$ cat src/rtl/inst_loader_pkg.sv
// Shared constants, state encoding and address helper for the program loader.
package inst_loader_pkg;

   localparam int          LEN_W         = 16;
   localparam logic [31:0] DEF_BASE_ADDR = 32'h0000_0000;

   typedef enum logic [2:0] {
      S_IDLE,
      S_LEN_LO,
      S_LEN_HI,
      S_DATA,
      S_WRITE,
      S_DONE,
      S_ERR
   } state_t;

   // Byte address of a word slot; wraps modulo 2^32 by construction.
   function automatic logic [31:0] word_addr(input logic [31:0] base,
                                             input logic [LEN_W-1:0] idx);
      return base + {14'd0, idx, 2'b00};
   endfunction

endpackage

$ cat src/rtl/loader_timeout.sv
// Idle-cycle watchdog: counts cycles with no byte transfer while a load
// is waiting for input; expired fires on the cycle the count would reach
// the limit.
module loader_timeout #(
   parameter int TIMEOUT_CYC = 1_000_000
) (
   input  logic clk,
   input  logic rst_n,
   input  logic cnt_en,
   input  logic clr,
   output logic expired
);

   localparam int W = $clog2(TIMEOUT_CYC + 1);

   logic [W-1:0] cnt;

   // Idle counter; clear has priority so a transfer always restarts it.
   always_ff @(posedge clk or negedge rst_n) begin
      if (!rst_n)      cnt <= '0;
      else if (clr)    cnt <= '0;
      else if (cnt_en) cnt <= cnt + W'(1);
   end

   assign expired = cnt_en && (cnt == W'(TIMEOUT_CYC - 1));

endmodule

$ cat src/rtl/inst_loader.sv
// Streams a length-prefixed little-endian program from a byte source into
// the CPU instruction load port, holding the CPU in reset until the whole
// image has been written.
module inst_loader
   import inst_loader_pkg::*;
#(
   parameter logic [31:0] BASE_ADDR   = DEF_BASE_ADDR,
   parameter int          MAX_WORDS   = 1024,
   parameter int          TIMEOUT_CYC = 1_000_000
) (
   input  logic        clk,
   input  logic        rst_n,
   input  logic        start,
   input  logic [7:0]  byte_i,
   input  logic        byte_valid_i,
   output logic        byte_ready_o,
   output logic [31:0] Inst_addr_load,
   output logic [31:0] Inst_load,
   output logic        load_en,
   output logic        cpu_rst_n,
   output logic        busy,
   output logic        done,
   output logic        err
);

   state_t             state, state_nxt;
   logic [LEN_W-1:0]   len_q;
   logic [LEN_W-1:0]   word_idx;
   logic [1:0]         byte_idx;
   logic [23:0]        asm_q;
   logic [LEN_W-1:0]   len_full;
   logic               xfer;
   logic               last_word;
   logic               tmo_exp;

   // Ready depends on state alone so the source never sees a comb loop.
   assign byte_ready_o = (state == S_LEN_LO) || (state == S_LEN_HI) ||
                         (state == S_DATA);
   assign xfer         = byte_valid_i && byte_ready_o;
   assign len_full     = {byte_i, len_q[7:0]};
   assign last_word    = (word_idx == len_q - LEN_W'(1));

   loader_timeout #(.TIMEOUT_CYC(TIMEOUT_CYC)) u_tmo (
      .clk    (clk),
      .rst_n  (rst_n),
      .cnt_en (byte_ready_o && !byte_valid_i),
      .clr    (!byte_ready_o || byte_valid_i),
      .expired(tmo_exp)
   );

   // State register.
   always_ff @(posedge clk or negedge rst_n) begin
      if (!rst_n) state <= S_IDLE;
      else        state <= state_nxt;
   end

   // Next-state decode; a transfer always beats the timeout.
   always_comb begin
      state_nxt = state;
      case (state)
         S_IDLE, S_DONE, S_ERR: if (start) state_nxt = S_LEN_LO;
         S_LEN_LO: begin
            if (xfer)         state_nxt = S_LEN_HI;
            else if (tmo_exp) state_nxt = S_ERR;
         end
         S_LEN_HI: begin
            if (xfer) begin
               if (len_full == '0)                             state_nxt = S_DONE;
               else if ({16'd0, len_full} > $unsigned(MAX_WORDS)) state_nxt = S_ERR;
               else                                            state_nxt = S_DATA;
            end else if (tmo_exp) begin
               state_nxt = S_ERR;
            end
         end
         S_DATA: begin
            if (xfer && byte_idx == 2'd3) state_nxt = S_WRITE;
            else if (tmo_exp)             state_nxt = S_ERR;
         end
         S_WRITE:  state_nxt = last_word ? S_DONE : S_DATA;
         default:  state_nxt = S_IDLE;
      endcase
   end

   // Datapath and registered outputs, all decoded from the next state so
   // they line up with the state they describe.
   always_ff @(posedge clk or negedge rst_n) begin
      if (!rst_n) begin
         len_q          <= '0;
         word_idx       <= '0;
         byte_idx       <= '0;
         asm_q          <= '0;
         Inst_addr_load <= '0;
         Inst_load      <= '0;
         load_en        <= 1'b0;
         busy           <= 1'b0;
         done           <= 1'b0;
         err            <= 1'b0;
         cpu_rst_n      <= 1'b0;
      end else begin
         load_en   <= (state_nxt == S_WRITE);
         busy      <= (state_nxt == S_LEN_LO) || (state_nxt == S_LEN_HI) ||
                      (state_nxt == S_DATA)   || (state_nxt == S_WRITE);
         done      <= (state_nxt == S_DONE);
         err       <= (state_nxt == S_ERR);
         cpu_rst_n <= (state_nxt == S_DONE);
         case (state)
            S_IDLE, S_DONE, S_ERR: begin
               if (start) begin
                  len_q    <= '0;
                  word_idx <= '0;
                  byte_idx <= '0;
                  asm_q    <= '0;
               end
            end
            S_LEN_LO: if (xfer) len_q[7:0]  <= byte_i;
            S_LEN_HI: if (xfer) len_q[15:8] <= byte_i;
            S_DATA: begin
               if (xfer) begin
                  byte_idx <= byte_idx + 2'd1;
                  case (byte_idx)
                     2'd0:    asm_q[7:0]   <= byte_i;
                     2'd1:    asm_q[15:8]  <= byte_i;
                     2'd2:    asm_q[23:16] <= byte_i;
                     default: begin
                        Inst_load      <= {byte_i, asm_q};
                        Inst_addr_load <= word_addr(BASE_ADDR, word_idx);
                     end
                  endcase
               end
            end
            S_WRITE: if (!last_word) word_idx <= word_idx + LEN_W'(1);
            default: ;
         endcase
      end
   end

endmodule
$ cat config.mk
export PLATFORM = sky130hd
export DESIGN_NAME = inst_loader
export DESIGN_NICKNAME = d
export VERILOG_FILES = /design/src/rtl/inst_loader_pkg.sv /design/src/rtl/loader_timeout.sv /design/src/rtl/inst_loader.sv
export SDC_FILE = /design/constraint.sdc
export NUM_CORES = 1
export LEC_CHECK = 0
export ABC_AREA = 1
export CORE_MARGIN = 2
export CORE_UTILIZATION = 55
export DETAILED_ROUTE_END_ITERATION = 12
export PLACE_DENSITY = 0.77
export SYNTH_ARGS = -nofsm -noshare
export SYNTH_HDL_FRONTEND = slang
export SYNTH_SLANG_ARGS = --single-unit
$ cat constraint.sdc
create_clock -name clk -period 2.11 [get_ports clk]
set_input_delay 0.633 -clock clk [delete_from_list [all_inputs] [get_ports clk]]
set_output_delay 0.633 -clock clk [all_outputs]
set_load 0.03 [all_outputs]
# Word level (Yosys, flattened, before mapping)
# Cells that the tools add are included.
# totals
input_bits,12
n_memories,0
ramBits,0
mem_bits_ro,0
wordCells,102
ff_bits,133
latchBits,0
out_inout_bits,70
# op_classes
n_mul,0
shifts,0
mux,26
bitwise_logic,1
reduce_logical,30
order_cmp,1
eq_ne,25
n_addsub,4
div_mod_pow,0
# ops
cell,count
$mux 24,2
$pmux 24 s2,1
$mux 20,2
$mux 16,2
$mux 8,4
$pmux 16 s2,1
$pmux 8 s2,2
$mux 3,8
$add 20x1->20 const B,1
$eq 20x20->1 const B,1
$eq 3x3->1 const B,6
$add 16x1->16 const B,1
$eq 16x16->1,1
$gt 16x11->1 const B,1
$logic_not 16->1,1
$sub 16x1->16 const B,1
$pmux 3 s5,1
$reduce_and 3->1,5
$eq 3x2->1 const B,4
$reduce_and 4->1,3
$ne 2x2->1 const B,5
$reduce_bool 2->1,5
$eq 3x1->1 const B,2
$logic_or 1x1->1,6
other kinds (12),21

# Depth between registers and ports, before layout
# Gate-level depths: netlist of run 1.
# logic_depth
ltp_word,12
depth_mapped,16

# Hierarchy
# Synthesis of run 1 repeated with hierarchy kept, for this count alone.
# unflattened
cells_unflattened,930
area_unflattened_um2,7139.3
# by_module_without_submodules
module,instances,seq_area_each_um2,area_each_um2,cells_per_inst
inst_loader,1,2827.7,5924.4,764
loader_timeout,1,500.5,1214.9,166

# Worst setup path after synthesis of run 1
# No wires, ideal clock.
# synth_path
path_kind,reg-to-reg
startpoint,reg len_q[0]
endpoint,reg word_idx[2]
setup_time_ps,126
arrival_time_ps,1820
path_buffers,1
path_slack_ps,164
stages_incl_launch_ff,13
period_less_slack_ps,1946
cell_sequence,dfrtp_1 > inv_1 > ha_1 > nand3_1 > nor2_4 > nand3_2 > o21ai_1 > nand2_1 > nor2_2 > nand3_2 > nand2_4 > buf_6 > o21ai_0
# synth_between
elab_chain_len,4
# synth_lines
item,line,rtl
from (decl),inst_loader.sv:27,logic [LEN_W-1:0] len_q;
from (signal assigned),inst_loader.sv:115,S_LEN_LO: if (xfer) len_q[7:0] <= byte_i;
$sub 16x1->16,inst_loader.sv:41,assign last_word = (word_idx == len_q - LEN_W'(1));
$eq 16x16->1,inst_loader.sv:41,
$ne 2x2->1 (no source line),--,
$reduce_and 3->1 (no source line),--,
to (signal assigned),inst_loader.sv:131,S_WRITE: if (!last_word) word_idx <= word_idx + LEN_W'(1);
to (decl),inst_loader.sv:28,logic [LEN_W-1:0] word_idx;
# No other way between the ends.
# A chain may end at the register's enable or synchronous reset.

# Worst setup path after layout of run 1
# layout_path
startpoint,reg Inst_load[29]
endpoint,out Inst_load[29]
# layout_lines
item,line,rtl
from (decl),inst_loader.sv:18,"output logic [31:0] Inst_load,"
from (signal assigned),inst_loader.sv:125,"Inst_load <= {byte_i, asm_q};"
# No word-level cell between the ends.

==> results of run 1 <==
-- routing by layer --
layer	GRT usage, %	wire, µm
met4	7.952	235
met3	6.062	1228
met5	0	0
met2	39.80	7717
met1	38.46	7619
-- repair_timing --
| action | CTS | global route |
|---|---|---|
| buffers inserted | 1 | 2 |
| setup endpoints to repair | 8 | 78 |
| gates cloned | 0 | 1 |
| resized for setup | 5 | 76 |
| pin swaps | 1 | 15 |
-- through the flow --
stage	std cells	util, %	power [mW]
final	1120	72.55	10.81
after global routing	1120	72.55	11.51
after CTS	1117	70.47	10.34
after detailed placement	1085	65.54	7.333
after global placement	1085	65.54	7.247
after floorplan	863	-	6.114
-- worst paths after layout --
path / to / slack, ps / cells past startpoint
max: Inst_load[29] / 20 / 1
min: u_tmo.cnt[19] / 40 / 1
max reg2reg: word_idx[9] / 50 / 14
min reg2reg: u_tmo.cnt[0] / 460 / 1
max in group asynchronous: asm_q[0] / 1480 / 2
min in group clk: u_tmo.cnt[0] / 460 / 1
-- sequential cells by signal, indices dropped and copies added, names as in the netlist --
register and count:
word_idx 16, asm_q 24, done 1, load_en 1
u_tmo.cnt 20, err 1, Inst_load 32, busy 1
byte_idx 2, Inst_addr_load 16, state 3, len_q 16
-- cell families (layout without fill, tap and decap cells) --
kind of cell	after synthesis	in the layout	synth area share, %
simple gates	441	441	27.62
compound gates	112	112	10.14
buf+inv	130	240	8.566
other cells	1	16	0.05545
fa+ha+maj	7	7	1.295
xor+xnor	24	24	3.108
flops	133	133	49.21
-- synthesized netlist by cell type (8+ instances only) --
| master | count |
|---|---|
| sky130_fd_sc_hd__nor2_1 | 68 |
| sky130_fd_sc_hd__nand3_1 | 41 |
| sky130_fd_sc_hd__inv_1 | 79 |
| sky130_fd_sc_hd__nor3_1 | 21 |
| sky130_fd_sc_hd__xor2_1 | 19 |
| sky130_fd_sc_hd__dfrtp_1 | 133 |
| sky130_fd_sc_hd__nand4_1 | 9 |
| sky130_fd_sc_hd__clkbuf_1 | 13 |
| sky130_fd_sc_hd__o31ai_1 | 30 |
| sky130_fd_sc_hd__buf_4 | 17 |
| sky130_fd_sc_hd__nor4_1 | 8 |
| sky130_fd_sc_hd__nand2_1 | 270 |
| sky130_fd_sc_hd__o21ai_0 | 48 |
| sky130_fd_sc_hd__a21oi_1 | 14 |
| sky130_fd_sc_hd__nand2_2 | 8 |
-- cells in the final DEF, fill, tap and decap left out, types with 3 or more instances in the layout --
master / count
sky130_fd_sc_hd__xnor2_1: 5
sky130_fd_sc_hd__nor2_1: 63
sky130_fd_sc_hd__buf_12: 6
sky130_fd_sc_hd__clkinv_2: 5
sky130_fd_sc_hd__o21ai_0: 44
sky130_fd_sc_hd__nor2_2: 7
sky130_fd_sc_hd__nand3b_1: 4
sky130_fd_sc_hd__dlymetal6s2s_1: 25
sky130_fd_sc_hd__o21ai_4: 3
sky130_fd_sc_hd__clkbuf_8: 4
sky130_fd_sc_hd__inv_1: 75
sky130_fd_sc_hd__ha_1: 6
sky130_fd_sc_hd__nor2_4: 4
sky130_fd_sc_hd__nand2_1: 254
sky130_fd_sc_hd__dfrtp_1: 133
sky130_fd_sc_hd__a31oi_1: 3
sky130_fd_sc_hd__a21oi_1: 14
sky130_fd_sc_hd__conb_1: 16
sky130_fd_sc_hd__o21ai_2: 6
sky130_fd_sc_hd__nand3_1: 39
sky130_fd_sc_hd__o31ai_1: 28
sky130_fd_sc_hd__clkdlybuf4s50_1: 36
sky130_fd_sc_hd__clkbuf_16: 18
sky130_fd_sc_hd__nand3_2: 4
sky130_fd_sc_hd__nand2_4: 6
sky130_fd_sc_hd__nor4_1: 8
sky130_fd_sc_hd__nor3_1: 21
sky130_fd_sc_hd__xor2_1: 19
sky130_fd_sc_hd__nand2_2: 19
sky130_fd_sc_hd__nand4_1: 9
sky130_fd_sc_hd__inv_2: 10
sky130_fd_sc_hd__buf_4: 49
sky130_fd_sc_hd__o21ai_1: 5
-- power by group --
group	total, mW	leakage, nW	switching [mW]	internal (mW)
sequential	3.25	1.84	0.313	2.93
clock	2.92	0.292	1.08	1.85
combinational	4.64	2.51	2.93	1.71
-- worst register-to-register path, stage by stage (launching register included) --
cell                        delay (ps)
sky130_fd_sc_hd__dfrtp_1           400
sky130_fd_sc_hd__inv_2              80
sky130_fd_sc_hd__ha_4              140
sky130_fd_sc_hd__nand2_1           100
sky130_fd_sc_hd__nor2_4            140
sky130_fd_sc_hd__nand3_1            90
sky130_fd_sc_hd__nand2_1            80
sky130_fd_sc_hd__nand2_1            70
sky130_fd_sc_hd__nor2_1             80
sky130_fd_sc_hd__nand2_1            70
sky130_fd_sc_hd__nor2_2            150
sky130_fd_sc_hd__nand3_2           130
sky130_fd_sc_hd__nand2_4           170
sky130_fd_sc_hd__clkbuf_16         190
sky130_fd_sc_hd__o21ai_2            50
-- layout make-up --
| class | instances | area, µm² | share of cell area (%) |
|---|---|---|---|
| clock inverter | 9 | 101.3 | 1.163 |
| multi-input combinational | 600 | 3062 | 35.13 |
| inverter | 88 | 335.3 | 3.848 |
| timing repair buffer | 121 | 1220 | 14.00 |
| clock buffer | 22 | 484.2 | 5.556 |
| sequential | 133 | 3328 | 38.19 |
| tap | 147 | 183.9 | 2.111 |
==> flow_summary.rst, run 1 <==
.. list-table::
   :header-rows: 1

   * - Metric
     - Value
   * - Area share of the largest cell type after synthesis
     - 49.21%
   * - Max-slew headroom at the worst pin
     - 60.59%
   * - Shortest clock period the worst path allows after layout
     - 2088 ps
   * - Number of top-level design ports
     - 82
   * - Highest cell delay on the worst timing path
     - 680 ps
   * - Source-to-sink clock delay at the later pin of the worst-skew pair
     - 420 ps
   * - Clock tree from TritonCTS
     - built
   * - Post-route DRC violation count
     - 0
   * - Post-route setup TNS
     - 0 ps
   * - Antenna diode count
     - 0
   * - Unique cell type count in the Yosys netlist
     - 40
   * - Max Clock Freq
     - 478.8 MHz
   * - Maximum number of pins on one net before global-route repair
     - 75
   * - Critical Path Start Type
     - register
   * - Number of warnings reported in the yosys synthesis log
     - 0
   * - Reg2reg start
     - len_q[1]
   * - Via count of the first global-routing pass
     - 5630
   * - Clock Sinks
     - 133
   * - Most used flip-flop cell after synthesis
     - sky130_fd_sc_hd__dfrtp_1
   * - Total global-route track usage
     - 26.41%
   * - Power density relative to cell area
     - 1241 nW/µm²
   * - Timing startpoint of the critical path
     - Inst_load[29]
   * - Final Hold Fails
     - 0
   * - Final setup violation count
     - 0
   * - Mapped Avg Cell Area
     - 7.975 µm²
   * - H-tree Lvls
     - 4
   * - RSZ-0062 raised after global routing
     - true
   * - Number of antenna-violating nets in the routed design
     - 0
   * - Half-perimeter wire length after detailed placement
     - 11750 µm
   * - Clock-pin slew on the worst setup and hold paths
     - 60 ps
   * - Worst-case setup slack after placement
     - -63.13 ps
   * - Fraction of final layout cells with drive strength greater than 1
     - 15.72%
   * - Required time at the worst-slack endpoint
     - 1480 ps
   * - Part of the Yosys area used for sequential elements
     - 49.21%
   * - Register bit total from synthesis
     - 133
   * - First-pass GRT wire length
     - 27170 µm
   * - Critical path's top delay family
     - buffers and inverters
   * - Number of buffers and inverters on the critical path
     - 1
   * - Number of synthesized flops with an enable pin
     - 0
   * - Crit-path cells
     - clkdlybuf4s50_1
   * - Worst hold-check path type
     - in -> async
   * - Count of input and output buffers
     - 65
   * - Most area-consuming cells after synthesis
     - sky130_fd_sc_hd__dfrtp_1, sky130_fd_sc_hd__nand2_1, sky130_fd_sc_hd__inv_1
   * - Gate Count Post-Synth
     - 848
   * - Max Clock Skew
     - 8.189 ps
   * - Iteration count of the initial detailed-routing pass
     - 6
   * - CP Capture Type
     - primary output
   * - Number of cell rows
     - 40
   * - Root buffer cell
     - sky130_fd_sc_hd__clkbuf_16
   * - Final worst-path setup slack
     - 21.66 ps
   * - Horizontal die dimension
     - 114.9 µm
   * - Antenna violations before repair
     - 0
   * - Leakage power
     - 4.636 nW
   * - Final critical-path share of the clock period
     - 98.97%
   * - Wire length reported by the detailed router
     - 16800 µm
   * - Count of max-cap constraint violations
     - 0
   * - Critical Path Slowest Stage Cell
     - sky130_fd_sc_hd__clkdlybuf4s50_1
   * - Filler cell count in the final layout
     - 914
   * - Slew Viols, Final
     - 0
   * - Worst Path Class, Setup
     - reg -> out
   * - Net total in the final layout
     - 980
   * - Detailed-route via count
     - 6035
   * - Maximum fanout count along the critical path
     - 2
   * - Least-Margin Pin Slew
     - 586.6 ps
   * - Critical Path AT
     - 1460 ps
   * - Worst IR Drop VDD
     - 0.7920 mV
   * - CTS Hold Buffers Added
     - 0
   * - Die outline area
     - 13200 µm²
   * - DR iter-0 viols
     - 518
   * - Post-Layout Inst Area
     - 8715 µm²
   * - Core box area
     - 12010 µm²
   * - Vias per Instance
     - 5.388
   * - Standard cell area after detailed placement
     - 7873 µm²
   * - Number of buffers inserted during clock tree synthesis
     - 17
   * - Hold slack final
     - 39.14 ps
   * - Result of the run
     - finished clean
   * - Synthesis-to-finish area growth
     - 28.86%
   * - Routability Congestion
     - 0.8862
   * - Die Y
     - 114.9 µm
   * - Synth area leader
     - sky130_fd_sc_hd__dfrtp_1
   * - Cell Area, Synth
     - 6763 µm²
   * - Average detailed-routed wire length per instance
     - 15.00 µm
   * - GRT Residual Overflow
     - 0
   * - Buffer levels on the longest clock path
     - 2
   * - Effective utilization at floorplan
     - 56.30%
   * - Asr flop ratio synth
     - 100.0%
(Power assumes the default switching activity.)
==> run 2, diff against run 1 <==
--- a/config.mk
+++ b/config.mk
@@ -10,6 +10,8 @@
 export CORE_UTILIZATION = 55
 export DETAILED_ROUTE_END_ITERATION = 12
 export PLACE_DENSITY = 0.77
+export SETUP_SLACK_MARGIN = 0.3
+export SLEW_MARGIN = 20
 export SYNTH_ARGS = -nofsm -noshare
 export SYNTH_HDL_FRONTEND = slang
 export SYNTH_SLANG_ARGS = --single-unit
==> run 2 against run 1 <==
  * Critical path depth increased by 14
  * Die area unchanged
  * Clock-buffer cell count decreased by 2
  * Routed wire length increased by 3.3%
  * Clock skew decreased by 1.0 ps
  * Via count increased by 1.8%
  * Critical path type is now reg -> reg
==> flow_summary.rst, run 2 (synthesis results as in run 1) <==
.. list-table::
   :header-rows: 1

   * - Metric
     - Value
   * - Least-Margin Pin Slew
     - 534.9 ps
   * - Clock tree from TritonCTS
     - built
   * - Register Area
     - 3328 µm²
   * - Worst r2r path cells
     - 15
   * - Core box area
     - 12010 µm²
   * - Largest Register
     - Inst_load
   * - Leading registers by flop count
     - Inst_load: 32 flops, asm_q: 24 flops, u_tmo.cnt: 20 flops
   * - Average detailed-routed wire length per instance
     - 15.26 µm
   * - Commonest non-fill, non-tap cell in the layout
     - sky130_fd_sc_hd__nand2_1
   * - Final setup violation count
     - 0
   * - Number of standard cells in the layout, taps in and fillers out
     - 1137
   * - Vias per Instance
     - 5.403
   * - Max Clock Skew
     - 7.166 ps
   * - GRT Residual Overflow
     - 0
   * - Horizontal die dimension
     - 114.9 µm
   * - Shortest clock period the worst path allows after layout
     - 2050 ps
   * - Final Hold Fails
     - 0
   * - Die outline area
     - 13200 µm²
   * - Source-to-sink clock delay at the later pin of the worst-skew pair
     - 420 ps
   * - Critical Path AT
     - 2400 ps
   * - Net total in the final layout
     - 996
   * - Total global-route track usage
     - 26.11%
   * - Detailed-route via count
     - 6143
   * - Worst IR Drop VDD
     - 1.020 mV
   * - RSZ-0062 raised after global routing
     - true
   * - Critical Path Start Type
     - register
   * - Reg2reg start
     - len_q[1]
   * - Leakage power
     - 4.307 nW
   * - Number of placed cells counting well taps
     - 1088
   * - Buffer levels on the longest clock path
     - 2
   * - Max-slew headroom at the worst pin
     - 64.07%
   * - Busiest metal layer after global routing
     - met1
   * - Final worst-path setup slack
     - 60.01 ps
   * - Number of antenna-violating nets in the routed design
     - 0
   * - Number of flip-flops under the largest register name
     - 32
   * - Destination of the worst register-to-register timing path
     - word_idx[6]
   * - Result of the run
     - finished clean
   * - Clock Sinks
     - 133
   * - First-pass GRT wire length
     - 27060 µm
   * - Root buffer cell
     - sky130_fd_sc_hd__clkbuf_16
   * - Antenna diode count
     - 0
   * - Number of cell rows
     - 40
   * - Via count of the first global-routing pass
     - 5502
   * - Max Clock Freq
     - 487.8 MHz
   * - Required time at the worst-slack endpoint
     - 2460 ps
   * - Iteration count of the initial detailed-routing pass
     - 6
   * - CTS Hold Buffers Added
     - 0
   * - Filler cell count in the final layout
     - 889
   * - Maximum number of pins on one net before global-route repair
     - 51
   * - Worst hold-check path type
     - in -> async
   * - Synthesis-to-finish area growth
     - 32.16%
   * - Antenna violations before repair
     - 0
   * - Setup slack of the most critical reg-to-reg path
     - 60 ps
   * - Final critical-path share of the clock period
     - 97.16%
   * - Met1 usage in global routing
     - 39.10%
   * - Hold slack final
     - 155.6 ps
   * - Wire length reported by the detailed router
     - 17350 µm
   * - Effective utilization at floorplan
     - 56.30%
   * - Met3 Resource Use GR
     - 4.955%
   * - Fraction of final layout cells with drive strength greater than 1
     - 22.02%
   * - Worst Path Class, Setup
     - reg -> reg
   * - Worst-case setup slack after placement
     - -83.64 ps
   * - Die Y
     - 114.9 µm
   * - Met2 usage
     - 39.10%
   * - Multi-input logic area
     - 3247 µm²
   * - Slew Viols, Final
     - 0
   * - Count of input and output buffers
     - 65
   * - Most used cells in the layout excluding fill and tap cells
     - sky130_fd_sc_hd__nand2_1, sky130_fd_sc_hd__dfrtp_1, sky130_fd_sc_hd__inv_1
   * - Clock-pin slew on the worst setup and hold paths
     - 60 ps
   * - DR iter-0 viols
     - 510
   * - Post-route DRC violation count
     - 0
   * - Routability Congestion
     - 0.9243
   * - Maximum fanout count along the critical path
     - 6
   * - Half-perimeter wire length after detailed placement
     - 11730 µm
   * - Count of max-cap constraint violations
     - 0
   * - Number of top-level design ports
     - 82
   * - Number of buffers inserted during clock tree synthesis
     - 17
   * - CP Capture Type
     - register
   * - H-tree Lvls
     - 4
   * - Power density relative to cell area
     - 1300 nW/µm²
==> run 2: cell count changes in the layout (fill, tap and decap cells not counted), sizes merged <==
cell / previous run / this run
clkdlybuf4s50: 36 / 10
clkdlybuf4s15: 0 / 40
clkbuf: 23 / 34
dlymetal6s2s: 25 / 0
clkinv: 8 / 5
buf: 57 / 69
inv: 86 / 87
clkinvlp: 1 / 6
dlygate4sd2: 2 / 1
o21ai: 58 / 61
==> run 2: critical path, cell delays in order (launching register included) <==
cell,delay [ps]
sky130_fd_sc_hd__dfrtp_1,370
sky130_fd_sc_hd__inv_2,60
sky130_fd_sc_hd__ha_4,270
sky130_fd_sc_hd__nor2_2,40
sky130_fd_sc_hd__nor2_1,100
sky130_fd_sc_hd__nand2_1,60
sky130_fd_sc_hd__nor2_1,80
sky130_fd_sc_hd__nand2_1,60
sky130_fd_sc_hd__nor2_1,110
sky130_fd_sc_hd__nand3_1,110
sky130_fd_sc_hd__nor2_2,140
sky130_fd_sc_hd__nand3_2,120
sky130_fd_sc_hd__nand2_4,180
sky130_fd_sc_hd__clkbuf_16,180
sky130_fd_sc_hd__nand2_4,40
sky130_fd_sc_hd__o21ai_2,60
==> run 2: report_power, final <==
| group | internal [mW] | switching (mW) | total (mW) | leakage (nW) |
|---|---|---|---|---|
| Combinational | 2.15 | 3.30 | 5.46 | 2.20 |
| Sequential | 2.93 | 0.324 | 3.26 | 1.84 |
| Clock | 1.80 | 1.11 | 2.90 | 0.270 |
| Total | 6.88 | 4.73 | 11.6 | 4.31 |
==> run 2: final cells by class <==
class                           instances  area share (%)
Timing Repair Buffer                  134           13.96
Inverter                               88           3.864
Tap cell                              147           2.058
Sequential cell                       133           37.24
Clock inverter                         12           1.442
Clock buffer                           20           5.110
Multi-Input combinational cell        603           36.33
==> run 2: worst max path at each step <==
stage / startpoint / end / cells after the start
4_1_cts: state[1] / byte_ready_o / 5
5_1_grt: len_q[1] / word_idx[3] / 15
2_1_floorplan: len_q[0] / word_idx[9] / 15
6_report: len_q[1] / word_idx[6] / 15
3_3_place_gp: byte_valid_i / done / 11
3_5_place_dp: byte_valid_i / asm_q[7] / 8
==> run 2: stage by stage <==
stage / utilization (%) / TNS (ps) / instance area, µm² / power [mW]
after floorplan: - / 0 / 6852 / 6.206
final: 74.41 / 0 / 8937 / 11.62
after global routing: 74.41 / -281.5 / 8937 / 12.28
after detailed placement: 66.03 / -634.6 / 7931 / 7.436
after global placement: 66.03 / -196.8 / 7931 / 7.344
after CTS: 71.58 / 0 / 8598 / 10.65
==> run 2: repair_timing <==
| item | CTS | global route |
|---|---|---|
| endpoints found under the hold margin | 0 | 0 |
| pin swaps | 17 | 15 |
| endpoints found under the setup margin | 109 | 115 |
| cloned | 1 | 5 |
| setup buffers | 2 | 9 |
| gates resized for setup | 101 | 128 |
==> run 2: layer usage <==
metal | vias up | wire, µm | part of all wire (%)
met2 | 228 | 7909 | 46
met1 | 2914 | 7961 | 46
met3 | 27 | 1173 | 6.8
met5 | - | 0 | 0
met4 | 0 | 302 | 1.7
li1 | 2974 | - | -
==> run 3, diff against run 2 <==
--- a/config.mk
+++ b/config.mk
@@ -9,6 +9,7 @@
 export CORE_MARGIN = 2
 export CORE_UTILIZATION = 55
 export DETAILED_ROUTE_END_ITERATION = 12
+export GPL_ROUTABILITY_DRIVEN = 0
 export PLACE_DENSITY = 0.77
 export SETUP_SLACK_MARGIN = 0.3
 export SLEW_MARGIN = 20
==> run 3 against run 2 <==
  * The flow now finishes with violations (negative setup slack)
  * Clock skew increased by 2.1 ps
  * Sequential power barely moved
  * First-iteration DRC count rose by 32%
  * Worst setup slack worse by 150 ps
  * Clock power grew 2%
  * Via count increased by 4.1%
  * Highest routed layer unchanged
  * Fmax down 6.9%
  * Routed wire length up 11%
  * Register-to-register slack lost 150 ps
  * Die area unchanged
  * Largest power group unchanged
  * Non-clock buffer count grew 16
==> flow_summary.rst, run 3 (synthesis results as in run 1) <==
.. list-table::
   :header-rows: 1

   * - Metric
     - Value
   * - Vias per Instance
     - 5.548
   * - Detailed-route via count
     - 6397
   * - Max-slew headroom at the worst pin
     - 64.07%
   * - Worst Path Class, Setup
     - reg -> reg
   * - Critical Path Start Type
     - register
   * - GRT Residual Overflow
     - 0
   * - Count of input and output buffers
     - 65
   * - Die Y
     - 114.9 µm
   * - Shortest clock period the worst path allows after layout
     - 2201 ps
   * - Antenna violations before repair
     - 0
   * - Final worst-path setup slack
     - -91.35 ps
   * - Number of flip-flops under the largest register name
     - 32
   * - Wire length reported by the detailed router
     - 19330 µm
   * - H-tree Lvls
     - 4
   * - Least-Margin Pin Slew
     - 534.1 ps
   * - Worst-case setup slack after placement
     - -109.9 ps
   * - Result of the run
     - finished, violations left
   * - Half-perimeter wire length after detailed placement
     - 11630 µm
   * - Core box area
     - 12010 µm²
   * - Number of antenna-violating nets in the routed design
     - 0
   * - Failing checks
     - negative setup slack
   * - Critical Path AT
     - 2520 ps
   * - Buffer levels on the longest clock path
     - 2
   * - Average detailed-routed wire length per instance
     - 16.76 µm
   * - Slew Viols, Final
     - 0
   * - DR iter-0 viols
     - 671
   * - Max Clock Freq
     - 454.3 MHz
   * - RSZ-0062 raised after global routing
     - true
   * - Leading registers by flop count
     - Inst_load: 32 flops, asm_q: 24 flops, u_tmo.cnt: 20 flops
   * - Post-Layout Inst Area
     - 9250 µm²
   * - Final setup violation count
     - 16
   * - Total global-route track usage
     - 27.15%
   * - Net total in the final layout
     - 1012
   * - Via count of the first global-routing pass
     - 5774
   * - Power density relative to cell area
     - 1362 nW/µm²
   * - Horizontal die dimension
     - 114.9 µm
   * - Final critical-path share of the clock period
     - 104.3%
   * - Number of cell rows
     - 40
   * - Source-to-sink clock delay at the later pin of the worst-skew pair
     - 430 ps
   * - Leakage power
     - 4.463 nW
   * - Fraction of final layout cells with drive strength greater than 1
     - 28.23%
   * - Most used cells in the layout excluding fill and tap cells
     - sky130_fd_sc_hd__nand2_1, sky130_fd_sc_hd__dfrtp_1, sky130_fd_sc_hd__inv_1
   * - Standard cell area after detailed placement
     - 7939 µm²
   * - Clock tree from TritonCTS
     - built
   * - Maximum fanout count along the critical path
     - 4
   * - Max Clock Skew
     - 9.308 ps
   * - Clock-pin slew on the worst setup and hold paths
     - 60 ps
   * - Worst IR Drop VDD
     - 1.131 mV
   * - Final Hold Fails
     - 0
   * - Iteration count of the initial detailed-routing pass
     - 7
   * - Number of placed cells counting well taps
     - 1089
   * - Maximum number of pins on one net before global-route repair
     - 39
   * - Filler cell count in the final layout
     - 810
   * - Count of max-cap constraint violations
     - 0
   * - Number of standard cells in the layout, taps in and fillers out
     - 1153
   * - Commonest non-fill, non-tap cell in the layout
     - sky130_fd_sc_hd__nand2_1
   * - Number of buffers inserted during clock tree synthesis
     - 17
   * - Worst hold-check path type
     - in -> async
   * - Antenna diode count
     - 0
   * - Root buffer cell
     - sky130_fd_sc_hd__clkbuf_16
   * - Effective utilization at floorplan
     - 56.30%
   * - First-pass GRT wire length
     - 27960 µm
   * - Largest Register
     - Inst_load
   * - Clock Sinks
     - 133
   * - Required time at the worst-slack endpoint
     - 2430 ps
   * - Synthesis-to-finish area growth
     - 36.78%
   * - Post-route DRC violation count
     - 0
   * - CP Capture Type
     - register
   * - Die outline area
     - 13200 µm²
   * - Number of top-level design ports
     - 82
run 3: layout make-up:
class / instances / area (µm²) / share of cell area, %
Sequential cell: 133 / 3328 / 35.98
Clock inverter: 14 / 151.4 / 1.637
Timing Repair Buffer: 150 / 1328 / 14.35
Tap cell: 147 / 183.9 / 1.988
Multi-Input combinational cell: 603 / 3470 / 37.51
Clock buffer: 18 / 439.2 / 4.748
Inverter: 88 / 350.3 / 3.787
run 3: report_power, final:
group          leakage [nW]  internal, mW  switching [mW]  total, mW
registers              1.84          2.93           0.326       3.26
clock network         0.292          1.78            1.17       2.95
logic                  2.33          2.49            3.90       6.39
total                  4.46          7.21            5.40       12.6
run 3: repair_timing:
item	in CTS	in global routing
resized for setup	134	164
hold buffers	0	0
buffers inserted	10	18
setup endpoints to repair	112	110
pin swaps	20	35
gates cloned	1	3
run 3: worst paths after layout:
kind,from,to,slack (ps),cells past startpoint
max in group asynchronous,rst_n,len_q[2],1420,2
worst min register to register,Inst_load[6],Inst_load[6],470,2
worst min-delay path,rst_n,u_tmo.cnt[14],100,1
worst max register to register,len_q[1],busy,-90,17
worst max-delay path,len_q[1],busy,-90,17
min in group clk,Inst_load[6],Inst_load[6],470,2
run 3: through the flow:
stage | utilization, % | power, mW | hold WS, ps | setup TNS [ps]
5_1_grt | 77.01 | 13.26 | 123.0 | -2622
2_1_floorplan | - | 6.206 | 337.4 | 0
3_3_place_gp | 66.09 | 7.326 | 448.3 | -94.62
3_5_place_dp | 66.09 | 7.430 | 459.8 | -1116
6_report | 77.01 | 12.60 | 102.7 | -545.4
4_1_cts | 72.63 | 10.92 | 108.7 | 0
run 3: metal layers:
metal	vias to the layer above	track usage (%)	routed length, µm
met3	56	5.219	1321
li1	3006	-	-
met4	0	9.960	527
met5	-	0	0
met1	3047	39.22	8325
met2	288	41.06	9154
run 3: worst max-delay path: stages, from the launching register on:
cell and delay [ps]:
sky130_fd_sc_hd__dfrtp_1 400, sky130_fd_sc_hd__inv_2 90, sky130_fd_sc_hd__ha_4 170, sky130_fd_sc_hd__nand2_4 60, sky130_fd_sc_hd__nor2_4 140, sky130_fd_sc_hd__nand3_2 90
sky130_fd_sc_hd__nand2_1 120, sky130_fd_sc_hd__nand2_1 80, sky130_fd_sc_hd__nor2_1 100, sky130_fd_sc_hd__nand2_1 70, sky130_fd_sc_hd__nor2_2 160, sky130_fd_sc_hd__nand3_2 130
sky130_fd_sc_hd__buf_4 160, sky130_fd_sc_hd__buf_6 110, sky130_fd_sc_hd__nand2_4 60, sky130_fd_sc_hd__inv_4 40, sky130_fd_sc_hd__nand2_1 50, sky130_fd_sc_hd__nand2_1 50
